==> src/rtl/reset_seq_ctrl_pkg.sv <==
`default_nettype none
// ============================================================================
// Module      : reset_seq_ctrl_pkg
// Description : Shared definitions for the reset release sequencer: state
//               encodings, status width and index-width helper.
// Revision    : 1.0 - initial release
// ============================================================================
package reset_seq_ctrl_pkg;

    localparam int SEQ_STATE_W = 3;

    // State codes are visible on seq_state, so they are fixed values.
    localparam logic [SEQ_STATE_W-1:0] S_HOLD  = 3'd0;
    localparam logic [SEQ_STATE_W-1:0] S_REL   = 3'd1;
    localparam logic [SEQ_STATE_W-1:0] S_DONE  = 3'd2;
    localparam logic [SEQ_STATE_W-1:0] S_SWRST = 3'd3;
    localparam logic [SEQ_STATE_W-1:0] S_ACK   = 3'd4;

    // Domain index width; a single domain still needs a 1-bit index.
    function automatic int idx_width(input int n);
        return (n > 1) ? $clog2(n) : 1;
    endfunction

endpackage : reset_seq_ctrl_pkg
`default_nettype wire

==> src/rtl/reset_seq_timer.sv <==
`default_nettype none
// ============================================================================
// Module      : reset_seq_timer
// Description : CNT_W-bit up-counter with synchronous clear, load and enable,
//               plus an equality terminal-compare output.
// Ports       : clk        - system clock
//               resetb     - async active-low reset
//               i_clr      - clear counter to zero (highest priority)
//               i_load     - load i_load_val
//               i_load_val - value to load
//               i_en       - count up by one
//               i_cmp_val  - terminal value
//               o_hit      - counter equals i_cmp_val
// Revision    : 1.0 - initial release
// ============================================================================
module reset_seq_timer #(
    parameter int CNT_W = 8
) (
    input  logic             clk,
    input  logic             resetb,
    input  logic             i_clr,
    input  logic             i_load,
    input  logic [CNT_W-1:0] i_load_val,
    input  logic             i_en,
    input  logic [CNT_W-1:0] i_cmp_val,
    output logic             o_hit
);

    logic [CNT_W-1:0] r_cnt;

    always_ff @(posedge clk or negedge resetb) begin
        if (!resetb) begin
            r_cnt <= '0;
        end else if (i_clr) begin
            r_cnt <= '0;
        end else if (i_load) begin
            r_cnt <= i_load_val;
        end else if (i_en) begin
            r_cnt <= r_cnt + 1'b1;
        end
    end

    // Exact equality: the owner clears the counter on every hit, so it never
    // needs to wrap.
    assign o_hit = (r_cnt == i_cmp_val);

endmodule : reset_seq_timer
`default_nettype wire

==> src/rtl/reset_seq_ctrl.sv <==
`default_nettype none
// ============================================================================
// Module      : reset_seq_ctrl
// Description : Sequences reset release to N_DOM downstream domains. After
//               the chip reset deasserts all domains are held STABLE_CYC
//               cycles, then released one at a time in index order, each
//               after its own programmable delay. A 4-phase software reset
//               handshake re-runs the whole release sequence.
// Ports       : clk        - system clock
//               resetb     - async active-low reset (synchronized upstream)
//               dly_cfg    - per-domain extra delay, field i at [i*CNT_W +: CNT_W]
//               sw_rst_req - software reset request (4-phase level)
//               sw_rst_ack - software reset acknowledge
//               dom_rstb   - per-domain active-low reset
//               rst_done   - all domains released
//               seq_state  - current sequencer state for status readback
// Revision    : 1.0 - initial release
// ============================================================================
module reset_seq_ctrl
    import reset_seq_ctrl_pkg::*;
#(
    parameter int N_DOM      = 4,
    parameter int CNT_W      = 8,
    parameter int STABLE_CYC = 16,
    parameter int HOLD_CYC   = 4
) (
    input  logic                   clk,
    input  logic                   resetb,
    input  logic [N_DOM*CNT_W-1:0] dly_cfg,
    input  logic                   sw_rst_req,
    output logic                   sw_rst_ack,
    output logic [N_DOM-1:0]       dom_rstb,
    output logic                   rst_done,
    output logic [2:0]             seq_state
);

    localparam int IDX_W = idx_width(N_DOM);

    localparam logic [IDX_W-1:0] c_last_idx    = IDX_W'(N_DOM - 1);
    // The timer starts at zero on the first counted edge, so the terminal
    // value is one less than the number of edges to hold.
    localparam logic [CNT_W-1:0] c_stable_term = CNT_W'(STABLE_CYC - 1);
    localparam logic [CNT_W-1:0] c_hold_term   = CNT_W'(HOLD_CYC - 1);

    logic [SEQ_STATE_W-1:0] r_state;
    logic [IDX_W-1:0]       r_idx;
    logic [CNT_W-1:0]       r_dly;
    logic                   r_pending;
    logic [N_DOM-1:0]       r_dom_rstb;
    logic                   r_rst_done;
    logic                   r_sw_rst_ack;

    logic [CNT_W-1:0]       w_dly_field [N_DOM];
    logic [IDX_W-1:0]       w_next_idx;
    logic                   w_tmr_clr;
    logic                   w_tmr_en;
    logic [CNT_W-1:0]       w_tmr_cmp;
    logic                   w_tmr_hit;

    // Unpack the flat delay bus into per-domain fields.
    for (genvar gi = 0; gi < N_DOM; gi++) begin : g_dly_field
        assign w_dly_field[gi] = dly_cfg[gi*CNT_W +: CNT_W];
    end

    assign w_next_idx = r_idx + 1'b1;

    // Timer steering: it counts only in the timed states and is cleared on
    // every hit, which coincides with every state or index change.
    always_comb begin
        w_tmr_clr = 1'b1;
        w_tmr_en  = 1'b0;
        w_tmr_cmp = '0;
        case (r_state)
            S_HOLD: begin
                w_tmr_cmp = c_stable_term;
                w_tmr_en  = 1'b1;
                w_tmr_clr = w_tmr_hit;
            end
            S_REL: begin
                w_tmr_cmp = r_dly;
                w_tmr_en  = 1'b1;
                w_tmr_clr = w_tmr_hit;
            end
            S_SWRST: begin
                w_tmr_cmp = c_hold_term;
                w_tmr_en  = 1'b1;
                w_tmr_clr = w_tmr_hit;
            end
            default: begin
                w_tmr_clr = 1'b1;
                w_tmr_en  = 1'b0;
            end
        endcase
    end

    reset_seq_timer #(
        .CNT_W(CNT_W)
    ) u_timer (
        .clk       (clk),
        .resetb    (resetb),
        .i_clr     (w_tmr_clr),
        .i_load    (1'b0),
        .i_load_val({CNT_W{1'b0}}),
        .i_en      (w_tmr_en),
        .i_cmp_val (w_tmr_cmp),
        .o_hit     (w_tmr_hit)
    );

    always_ff @(posedge clk or negedge resetb) begin
        if (!resetb) begin
            r_state      <= S_HOLD;
            r_idx        <= '0;
            r_dly        <= '0;
            r_pending    <= 1'b0;
            r_dom_rstb   <= '0;
            r_rst_done   <= 1'b0;
            r_sw_rst_ack <= 1'b0;
        end else begin
            case (r_state)
                S_HOLD: begin
                    r_dom_rstb   <= '0;
                    r_rst_done   <= 1'b0;
                    r_sw_rst_ack <= 1'b0;
                    if (w_tmr_hit) begin
                        r_state <= S_REL;
                        r_idx   <= '0;
                        r_dly   <= w_dly_field[0];
                    end
                end

                S_REL: begin
                    if (w_tmr_hit) begin
                        r_dom_rstb[r_idx] <= 1'b1;
                        if (r_idx == c_last_idx) begin
                            r_state <= S_DONE;
                            r_idx   <= '0;
                        end else begin
                            // Delay is captured as its wait begins, so later
                            // dly_cfg changes do not disturb this domain.
                            r_idx <= w_next_idx;
                            r_dly <= w_dly_field[w_next_idx];
                        end
                    end
                end

                S_DONE: begin
                    if (r_pending) begin
                        // Sequence re-run for a software request is complete.
                        r_state      <= S_ACK;
                        r_sw_rst_ack <= 1'b1;
                        r_pending    <= 1'b0;
                        r_rst_done   <= 1'b1;
                    end else if (sw_rst_req && !r_sw_rst_ack) begin
                        r_state    <= S_SWRST;
                        r_pending  <= 1'b1;
                        r_dom_rstb <= '0;
                        r_rst_done <= 1'b0;
                    end else begin
                        r_rst_done <= 1'b1;
                    end
                end

                S_SWRST: begin
                    r_dom_rstb <= '0;
                    r_rst_done <= 1'b0;
                    if (w_tmr_hit) begin
                        r_state <= S_REL;
                        r_idx   <= '0;
                        r_dly   <= w_dly_field[0];
                    end
                end

                S_ACK: begin
                    r_rst_done <= 1'b1;
                    if (!sw_rst_req) begin
                        r_sw_rst_ack <= 1'b0;
                        r_state      <= S_DONE;
                    end
                end

                default: begin
                    // Unused codes fall back to a full power-up sequence.
                    r_state      <= S_HOLD;
                    r_idx        <= '0;
                    r_dly        <= '0;
                    r_pending    <= 1'b0;
                    r_dom_rstb   <= '0;
                    r_rst_done   <= 1'b0;
                    r_sw_rst_ack <= 1'b0;
                end
            endcase
        end
    end

    assign dom_rstb   = r_dom_rstb;
    assign rst_done   = r_rst_done;
    assign sw_rst_ack = r_sw_rst_ack;
    assign seq_state  = r_state;

endmodule : reset_seq_ctrl
`default_nettype wire

==> config.mk <==
export PLATFORM = sky130hd
export DESIGN_NAME = reset_seq_ctrl
export DESIGN_NICKNAME = d
export VERILOG_FILES = /design/src/rtl/reset_seq_ctrl_pkg.sv /design/src/rtl/reset_seq_timer.sv /design/src/rtl/reset_seq_ctrl.sv
export SDC_FILE = /design/constraint.sdc
export NUM_CORES = 1
export LEC_CHECK = 0
export BUFFER_PORTS_ARGS = -buffer_cell sky130_fd_sc_hd__buf_2
export CORE_MARGIN = 3
export CORE_UTILIZATION = 49
export CTS_CLUSTER_DIAMETER = 30
export CTS_CLUSTER_SIZE = 16
export DETAILED_ROUTE_END_ITERATION = 8
export PLACE_DENSITY = 0.76
export SLEW_MARGIN = 20
export SYNTH_ARGS = -nofsm -noshare
export SYNTH_HDL_FRONTEND = slang
export SYNTH_HIERARCHICAL = 1
export SYNTH_SLANG_ARGS = --single-unit
==> constraint.sdc <==
create_clock -name clk -period 2.33 [get_ports clk]
set_input_delay 0 -clock clk [delete_from_list [all_inputs] [get_ports clk]]
set_output_delay 0 -clock clk [all_outputs]
set_load 0.03 [all_outputs]
==> results of run 1 <==
-- layout by cell type (no fill, tap or decap), drive strengths merged, types with 3 or more instances in the layout --
| master | instances |
|---|---|
| nor2 | 10 |
| nor2b | 12 |
| a21boi | 6 |
| nor4 | 3 |
| xnor2 | 8 |
| or3 | 3 |
| conb | 11 |
| nand3 | 3 |
| buf | 59 |
| clkbuf | 4 |
| mux4 | 8 |
| a211oi | 3 |
| and3 | 5 |
| nand4 | 7 |
| dlygate4sd3 | 9 |
| o21a | 6 |
| nand2 | 16 |
| nand2b | 3 |
| a22oi | 3 |
| a221o | 9 |
| ha | 5 |
| o21ai | 9 |
| xor2 | 4 |
| a21oi | 7 |
| dfrtp | 28 |
| inv | 8 |
-- power by group through the flow --
stage                     sequential [mW]  combinational, mW  clock [mW]
after floorplan                     0.575              0.206           0
after global placement              0.581              0.268           0
after detailed placement            0.582              0.279           0
after CTS                           0.572              0.299       0.316
after global routing                0.577              0.334       0.339
final                               0.573              0.303       0.309
-- state kept, by name (all words and copies together), names as in the netlist --
name	count
r_dly	8
r_idx	2
sw_rst_ack	1
dom_rstb	4
seq_state	3
u_timer/r_cnt	8
r_pending	1
rst_done	1
-- final cells by class --
| type | instances | area share (%) |
|---|---|---|
| Sequential cell | 28 | 28.14 |
| Clock buffer | 4 | 2.199 |
| Multi-Input combinational cell | 159 | 49.08 |
| Timing Repair Buffer | 68 | 16.99 |
| Tap cell | 48 | 2.399 |
| Inverter | 8 | 1.199 |
-- timing repair --
action	in CTS	in global routing
hold buffers	9	0
pin swaps	2	0
setup endpoints to repair	9	9
endpoints found under the hold margin	36	0
buffers inserted	0	1
resized for setup	5	3
-- worst min-delay path: cells and delay by family --
kind / cells / cell delay [ns]
buf+inv: 1 / 0.13
simple gates: 1 / 0.09
compound gates: 1 / 0.07
-- routing by layer --
metal  track usage [%]  vias up  share of wire, %
met2             35.04       63                50
met4             6.569        0               1.3
li1                  -      857                 -
met1             28.91      846                43
met3             4.214        8               5.9
met5                 0        -                 0
-- cells by family (layout without fill, tap and decap cells) --
family / count (synthesis) / after routing / share of synthesized area, %
simple gates: 68 / 68 / 19.66
other cells: 1 / 11 / 0.1945
mux: 9 / 9 / 9.928
fa+ha+maj: 5 / 5 / 3.245
flops: 28 / 28 / 36.34
buf+inv: 20 / 80 / 4.413
compound gates: 54 / 54 / 20.77
xor+xnor: 12 / 12 / 5.451
-- worst max path at each step --
stage / end / start / cells past startpoint
detailed placement: r_dly[6] / seq_state[2] / 9
floorplan: r_dly[1] / seq_state[1] / 11
CTS: r_dly[6] / seq_state[2] / 8
global route: r_dly[2] / seq_state[1] / 9
finish: r_dly[6] / seq_state[2] / 8
global placement: r_dly[7] / seq_state[2] / 9
-- per-stage QoR --
stage | area, sq um | total power [mW]
6_report | 2504 | 1.185
2_1_floorplan | 2034 | 0.7811
4_1_cts | 2489 | 1.187
3_5_place_dp | 2326 | 0.8611
3_3_place_gp | 2326 | 0.8489
5_1_grt | 2504 | 1.250
-- synthesized netlist by cell type, drive strengths merged, types with 5 or more instances --
master / n
a21boi: 6
a21oi: 7
a221o: 9
and3: 5
buf: 11
dfrtp: 28
ha: 5
inv: 8
mux4: 8
nand2: 16
nand4: 7
nor2: 10
nor2b: 12
o21a: 6
o21ai: 9
xnor2: 8
==> flow_summary.toml, run 1 <==
[run_status]
status = "finished clean"

[logic_synthesis]
ys_ff_latch = 28
synth.area.top_cells = "dfrtp_1 (36%), mux4_2 (9.3%), a221o_1 (4.7%)"
ys_types = 47
synthCells = 197
synth_top_area_share_pct = 36.34
yosys.area.top_type = "dfrtp_1"
yosys_most_used_dff = "dfrtp_1"
async_flop_share_pct = 100.0
synth_area_per_cell_sq_um = 9.787
synth_edf_count = 0
synth_seq_area_share_pct = 36.34
syn_area_sq_um = 1928
yosysWarningCount = 6

[global_routing]
antenna_found_initial = 0
first_global_vias = 1643
grt_max_degree = 29
grt_overflow = 0
grt_pass1_wl_mm = 7.638
track_usage_pct = 21.51

[placement]
io_buffers = 43
dp_slack_ns = -0.1145
place_inst = 301
gp_congestion = 0.8101
dp_hpwl_mm = 3.459

[die]
die_h_um = 68.73
die_w_um = 68.73
initial_core_util_pct = 51.89
core_area_sq_um = 3716
ios = 44
die_area_sq_um = 4724
core.rowCount = 22

[detailed_routing]
drt-initial-drc-count = 142
routedWlPerCell_um = 15.07
vias = 1774
drt_first_pass_iters = 4
drt_wl_total_mm = 4.748
vias_per_cell = 5.632
drt.antenna.violating_nets = 0
drc = 0

[sta]
clock.fmax_mhz = 429.5
setup_violations = 0
skew_ns = 0.003987
hold_viol_final = 0
fin_ws_ns = 0.001604
min_period_ns = 2.328
totalNegativeSetupSlack_ns = 0
grt_setup_unrepaired = "yes"
holdWs_ns = 0.03929
drv_slew = 0
timing.final.crit_share_pct = 99.93
worstMarginPinSlew_ns = 0.6418
max-slew-margin-rel_pct = 57.22

[clock_network]
clockBufferDepth = 2
cts_max_level = 1
cts-root-buf = "clkbuf_8"
numCtsBuffers = 3
tritoncts = "built"
clk_pin_slew_worst_paths_ns = 0.10
tritoncts_num_sinks = 28
clk_latency_ns = 0.28

[critical_path]
cp_slowest_cell = "dfrtp_2"
cpPeakStageDelay_ns = 0.48
reg2reg_depth = 8
r2r_end = "r_dly[6]"
cp_top_family = "compound AO/OA/AOI/OAI gates"
critPathRequiredTime_ns = 2.50
reg2reg_setup_slack_ns = 0.002
worstSetupPathType = "flop to flop"
cp.arrival_ns = 2.50
timing.rr.start = "seq_state[2]"
path_cells = "nor2_4 -> a21boi_2 -> xnor2_1 -> nand4_1 -> nor2_4 -> a21oi_2 -> a311o_2 -> a221o_1"
start_kind = "flop"
crit_buf_inv = 0
end_kind = "flop"
path_common_cell = "nor2_4"
cp_max_fo = 8

[worst_hold_path]
worstHoldStart = "sw_rst_req"
hold_depth = 3
hold_path.class = "primary input to flop"
min_to = "seq_state[2]"

[finish]
syn_to_final_growth_pct = 29.85
seq_area_sq_um = 704.4
layout-drive-gt1-share_pct = 33.71
n_antenna_cell = 0
multi_input_area_sq_um = 1229
fillerInstances = 303
final_nets = 308
utilization_pct = 67.37
fin_cells = 315

[power]
power_density_nw_per_um2 = 473.3
leakage_nw = 1.118
switching_power_uw = 348.0
power_frac_seq_pct = 48.3
pwr-share-comb_pct = 25.6
swShare_pct = 29.37
peakVddDrop_uv = 455.6
p_int_uw = 836.9
clkPwrFrac_pct = 26.1

[job]
drv_cap = 0
(Power assumes the default switching activity.)
==> run 2: changes to the inputs <==
--- a/config.mk
+++ b/config.mk
@@ -15,5 +15,4 @@
 export SLEW_MARGIN = 20
 export SYNTH_ARGS = -nofsm -noshare
 export SYNTH_HDL_FRONTEND = slang
-export SYNTH_HIERARCHICAL = 1
 export SYNTH_SLANG_ARGS = --single-unit
==> run 2 against run 1 <==
  * Sequential share of layout area increased by 2.2 points
  * Total power increased by 50%
  * Clock-buffer cell count fell by 1
  * Worst setup slack improved by 0.18 ns
  * Wire length down 7.8%
  * Critical endpoint is now r_dly[3]
==> flow_summary.toml, run 2 <==
[sta]
grt_setup_unrepaired = "no"
setup_violations = 0
timing.final.crit_share_pct = 92.03
fin_ws_ns = 0.1857
clock.fmax_mhz = 466.3
totalNegativeSetupSlack_ns = 0
hold_viol_final = 0
min_period_ns = 2.144
skew_ns = 0.005964
worstMarginPinSlew_ns = 0.6439
drv_slew = 0
max-slew-margin-rel_pct = 57.07

[clock_network]
clockBufferDepth = 2
tritoncts_num_sinks = 28
cts-root-buf = "clkbuf_8"
clk_latency_ns = 0.28
numCtsBuffers = 3
tritoncts = "built"
cts_max_level = 1
clk_pin_slew_worst_paths_ns = 0.10

[detailed_routing]
drt_first_pass_iters = 4
drt.antenna.violating_nets = 0
vias_per_cell = 5.794
routedWlPerCell_um = 15.26
drc = 0
drt-initial-drc-count = 97
vias = 1663
drt_wl_total_mm = 4.380

[global_routing]
antenna_found_initial = 0
track_usage_pct = 21.08
grt_pass1_wl_mm = 7.431
grt_max_degree = 29
grt_overflow = 0
first_global_vias = 1570

[finish]
final_cell_mix = "buf_2 (43), dfrtp_1 (27), nand2_1 (25)"
layout-drive-gt1-share_pct = 32.22
layout_commonest_cell = "buf_2"
n_antenna_cell = 0
final_nets = 280
fin_cells = 287
final_area_sq_um = 2311
syn_to_final_growth_pct = 20.80

[logic_synthesis]
synth.area.top_cells = "dfrtp_1 (37%), mux4_2 (9.4%), nand2_1 (4.9%)"
synth_most_common_cell = "dfrtp_1"
synth_seq_area_share_pct = 36.63
synth_area_per_cell_sq_um = 10.02
synth_edf_count = 0
ys_types = 45
synth_fp_nets = 231
async_flop_share_pct = 100.0
synthCells = 191
yosys_most_used_dff = "dfrtp_1"
ys_ff_latch = 28
yosys.area.top_type = "dfrtp_1"
yosysWarningCount = 0
syn_area_sq_um = 1913
synth_common_cells = "dfrtp_1 (28), nand2_1 (25), nor2_1 (14)"
synth_top_area_share_pct = 36.63

[power]
swShare_pct = 34.20
leakage_nw = 1.071
pwr-share-comb_pct = 36.5
clkPwrFrac_pct = 21.8
power_frac_seq_pct = 41.8
p_int_mw = 1.169
power_mw = 1.776
power_density_nw_per_um2 = 768.5
switching_power_uw = 607.4
peakVddDrop_uv = 563.5

[critical_path]
critPathRequiredTime_ns = 2.53
crit_path_start = "seq_state[0]"
crit_end = "r_dly[3]"
cp.arrival_ns = 2.35
cpPeakStageDelay_ns = 0.52
end_kind = "flop"
cp_slowest_cell = "dfrtp_1"
cp_max_fo = 9
r2r_end = "r_dly[3]"
reg2reg_depth = 7
timing.rr.start = "seq_state[0]"
reg2reg_setup_slack_ns = 0.19
start_kind = "flop"
worstSetupPathType = "flop to flop"
path_cells = "nor2b_4 -> a211oi_2 -> xnor2_2 -> nand4_2 -> nor3_4 -> buf_4 -> mux2i_1"

[placement]
dp_hpwl_mm = 3.341
gp_congestion = 0.8826
place_area_sq_um = 2218
io_buffers = 43
place_inst = 282
dp_slack_ns = 0.1392

[die]
ios = 44
core_area_sq_um = 3716
die_w_um = 68.49
core.rowCount = 22
initial_core_util_pct = 51.48
die_h_um = 68.49
die_area_sq_um = 4690

[job]
drv_cap = 0

[run_status]
status = "finished clean"

[worst_hold_path]
hold_path.class = "primary input to flop"
## run 2: changes by cell type after synthesis, sizes merged, moves of 4 or more
cell,delta
nor2b,-10
a221o,-9
nand2,+9
a221oi,+8
mux2i,+8
and3,+7
buf,-7
a21boi,-5
clkbuf,+5
nand4,-5
nor2,+4
o21a,-4
## run 2: how the worst min path moves through the flow
stage	startpoint	endpoint	cells past startpoint
after detailed placement	resetb	u_timer.r_cnt[4]	1
after CTS	sw_rst_req	sw_rst_ack	3
after floorplan	resetb	dom_rstb[0]	0
final	dly_cfg[1]	r_dly[1]	3
after global routing	sw_rst_req	seq_state[2]	3
after global placement	resetb	u_timer.r_cnt[6]	1
## run 2: what timing repair did
item	4_1_cts	5_1_grt
hold endpoints to repair	28	0
buffers inserted	0	0
hold buffers	1	0
resized for setup	0	3
endpoints found under the setup margin	0	17
## run 2: through the flow
stage / hold WS (ns) / utilization, %
6_report: 0.04047 / 62.19
3_5_place_dp: 0.05668 / 59.70
5_1_grt: 0.04867 / 62.19
3_3_place_gp: 0.05561 / 59.70
4_1_cts: 0.03821 / 61.89
2_1_floorplan: -0.2956 / -
## run 2: worst max-delay path: cells and delay by family, from the launching register on
kind | cells | cell delay, ns
flops | 1 | 0.52
simple gates | 3 | 0.61
buf+inv | 1 | 0.21
mux | 1 | 0.20
compound gates | 1 | 0.31
xor+xnor | 1 | 0.21
## run 2: cells by family after synthesis
group,count (synthesis),synth area share [%]
compound gates,42,15.37
xor+xnor,12,5.886
fa+ha+maj,5,3.270
buf+inv,15,3.989
flops,28,36.63
mux,16,13.60
simple gates,73,21.26
## run 2: routing by layer
metal / up-vias / GRT usage (%) / share of wire (%)
li1: 805 / - / -
met5: - / 0 / 0
met4: 0 / 4.467 / 0.82
met1: 784 / 31.30 / 46
met3: 2 / 3.777 / 7.0
met2: 72 / 31.82 / 46
## run 2: layout make-up
| class | count | area (sq um) |
|---|---|---|
| sequential | 28 | 701.9 |
| clock buffer | 3 | 41.29 |
| timing repair buffer | 54 | 312.8 |
| inverter | 5 | 18.77 |
| multi-input combinational | 148 | 1146 |
| fill | 326 | 1405 |
| clock inverter | 1 | 30.03 |
| tap | 48 | 60.06 |
## run 2: power by group through the flow
stage | clock network, mW | logic, mW | registers (mW)
2_1_floorplan | 0 | 0.476 | 0.722
3_3_place_gp | 0 | 0.614 | 0.745
3_5_place_dp | 0 | 0.632 | 0.753
4_1_cts | 0.392 | 0.640 | 0.743
5_1_grt | 0.410 | 0.725 | 0.759
6_report | 0.387 | 0.647 | 0.742
==> run 3: changes to the inputs <==
--- a/config.mk
+++ b/config.mk
@@ -6,12 +6,14 @@
 export NUM_CORES = 1
 export LEC_CHECK = 0
 export BUFFER_PORTS_ARGS = -buffer_cell sky130_fd_sc_hd__buf_2
+export CELL_PAD_IN_SITES_DETAIL_PLACEMENT = 0
+export CELL_PAD_IN_SITES_GLOBAL_PLACEMENT = 1
 export CORE_MARGIN = 3
-export CORE_UTILIZATION = 49
+export CORE_UTILIZATION = 37
 export CTS_CLUSTER_DIAMETER = 30
 export CTS_CLUSTER_SIZE = 16
 export DETAILED_ROUTE_END_ITERATION = 8
-export PLACE_DENSITY = 0.76
+export PLACE_DENSITY_LB_ADDON = 0.1
 export SLEW_MARGIN = 20
 export SYNTH_ARGS = -nofsm -noshare
 export SYNTH_HDL_FRONTEND = slang
==> run 3 against run 2 <==
  * Clock power is 21% lower
  * Non-clock buffer count is 1 higher
  * Hold slack worse by 0.013 ns
  * Sequential cell count stayed put
  * Critical endpoint is now r_dly[4]
==> flow_summary.toml, run 3 (synthesis gave the netlist of run 2 again) <==
[die]
initial_core_util_pct = 39.46
core.rowCount = 25
die_area_sq_um = 6069
core_area_sq_um = 4848
die_h_um = 77.91
die_w_um = 77.91
ios = 44

[detailed_routing]
drt.antenna.violating_nets = 0
wl_met3_um = 283
routedWlPerCell_um = 14.75
drt_wl_total_mm = 4.527
vias_per_cell = 5.427
drt_first_pass_iters = 4
wl_met1_mm = 2.070
top_layer_used = "met4"
vias = 1666
wl_met2_mm = 2.124
drt-initial-drc-count = 97
drc = 0

[worst_hold_path]
hold_path.class = "primary input to flop"

[job]
drv_cap = 0

[power]
power_density_nw_per_um2 = 726.2
peakVddDrop_uv = 303.0
power_mw = 1.682
leakage_nw = 1.067

[finish]
final_nets = 281
syn_to_final_growth_pct = 21.06
utilization_pct = 47.77
final_cell_mix = "buf_2 (43), dfrtp_1 (27), nand2_1 (25)"
layout-drive-gt1-share_pct = 31.67
layout_commonest_cell = "buf_2"
n_antenna_cell = 0

[sta]
timing.final.crit_share_pct = 92.23
hold_viol_final = 0
drv_slew = 0
setup_violations = 0
skew_ns = 0.002373
worstMarginPinSlew_ns = 0.6210
grt_setup_unrepaired = "no"
clock.fmax_mhz = 465.3
max-slew-margin-rel_pct = 58.60
fin_ws_ns = 0.1810
min_period_ns = 2.149
totalNegativeSetupSlack_ns = 0

[critical_path]
cp_max_fo = 9
worstSetupPathType = "flop to flop"
cp.arrival_ns = 2.35
critPathRequiredTime_ns = 2.53
end_kind = "flop"
start_kind = "flop"

[global_routing]
grt_max_degree = 29
antenna_found_initial = 0
first_global_vias = 1649
grt_overflow = 0
track_usage_pct = 15.86
grt_pass1_wl_mm = 7.783

[clock_network]
numCtsBuffers = 3
tritoncts_num_sinks = 28
clockBufferDepth = 2
cts_max_level = 1
cts_setup_buffers = 0
cts-root-buf = "clkbuf_8"
tritoncts = "built"
clk_latency_ns = 0.27
clk_pin_slew_worst_paths_ns = 0.10

[placement]
io_buffers = 43
dp_hpwl_mm = 3.623
dp_slack_ns = 0.1675
gp_congestion = 0.8648

[run_status]
status = "finished clean"
[run 3: cell types whose count changed in the layout (fill, tap and decap cells not counted), sizes merged]
| cell | change |
|---|---|
| buf | +1 |
| bufinv | -1 |
| clkbuf | +1 |
[run 3: path summary, 6_finish.rpt]
check | start | end | slack (ns) | cells after the start
hold / removal | sw_rst_req | sw_rst_ack | 0.03 | 3
setup reg to reg | seq_state[0] | r_dly[4] | 0.18 | 7
min in group asynchronous | resetb | u_timer.r_cnt[2] | 0.27 | 2
setup / recovery | seq_state[0] | r_dly[4] | 0.18 | 7
hold reg to reg | dom_rstb[1] | dom_rstb[1] | 0.49 | 2
max in group asynchronous | resetb | seq_state[1] | 1.63 | 2
[run 3: layout make-up]
| class | count | area (sq um) |
|---|---|---|
| clock buffers | 4 | 55.05 |
| fillers | 478 | 2532 |
| inverters | 5 | 18.77 |
| multi-input cells | 148 | 1136 |
| flip-flops and latches | 28 | 701.9 |
| well taps | 67 | 83.83 |
| repair buffers | 55 | 320.3 |
[run 3: worst max-delay path: stages, from the launching register on]
cell      delay, ns
dfrtp_1        0.52
nor2b_4        0.19
a211oi_1       0.36
xnor2_2        0.20
nand4_2        0.21
nor3_4         0.19
buf_4          0.21
mux2i_1        0.20
[run 3: metrics by stage]
| stage | instances | hold WS, ns | area [sq um] |
|---|---|---|---|
| 2_1_floorplan | 191 | -0.2956 | 1914 |
| 4_1_cts | 307 | 0.01785 | 2315 |
| 6_report | 307 | 0.02725 | 2316 |
| 3_5_place_dp | 302 | 0.05749 | 2250 |
| 5_1_grt | 307 | 0.02513 | 2316 |
| 3_3_place_gp | 302 | 0.04630 | 2250 |
[run 3: routing by layer]
metal / vias to the layer above / GRT usage, %
met4: 0 / 4.196
met1: 796 / 21.34
met2: 62 / 26.54
met5: - / 0
li1: 804 / -
met3: 4 / 2.436
[run 3: power breakdown]
| part | internal [mW] | switching, mW | total [mW] |
|---|---|---|---|
| clock network | 0.151 | 0.153 | 0.304 |
| logic | 0.335 | 0.302 | 0.638 |
| registers | 0.602 | 0.138 | 0.740 |
[run 3: what timing repair did]
item                       CTS  global route
setup endpoints to repair    0             6
hold endpoints to repair    28             0
hold buffers                 1             0
gates resized for setup      0             1
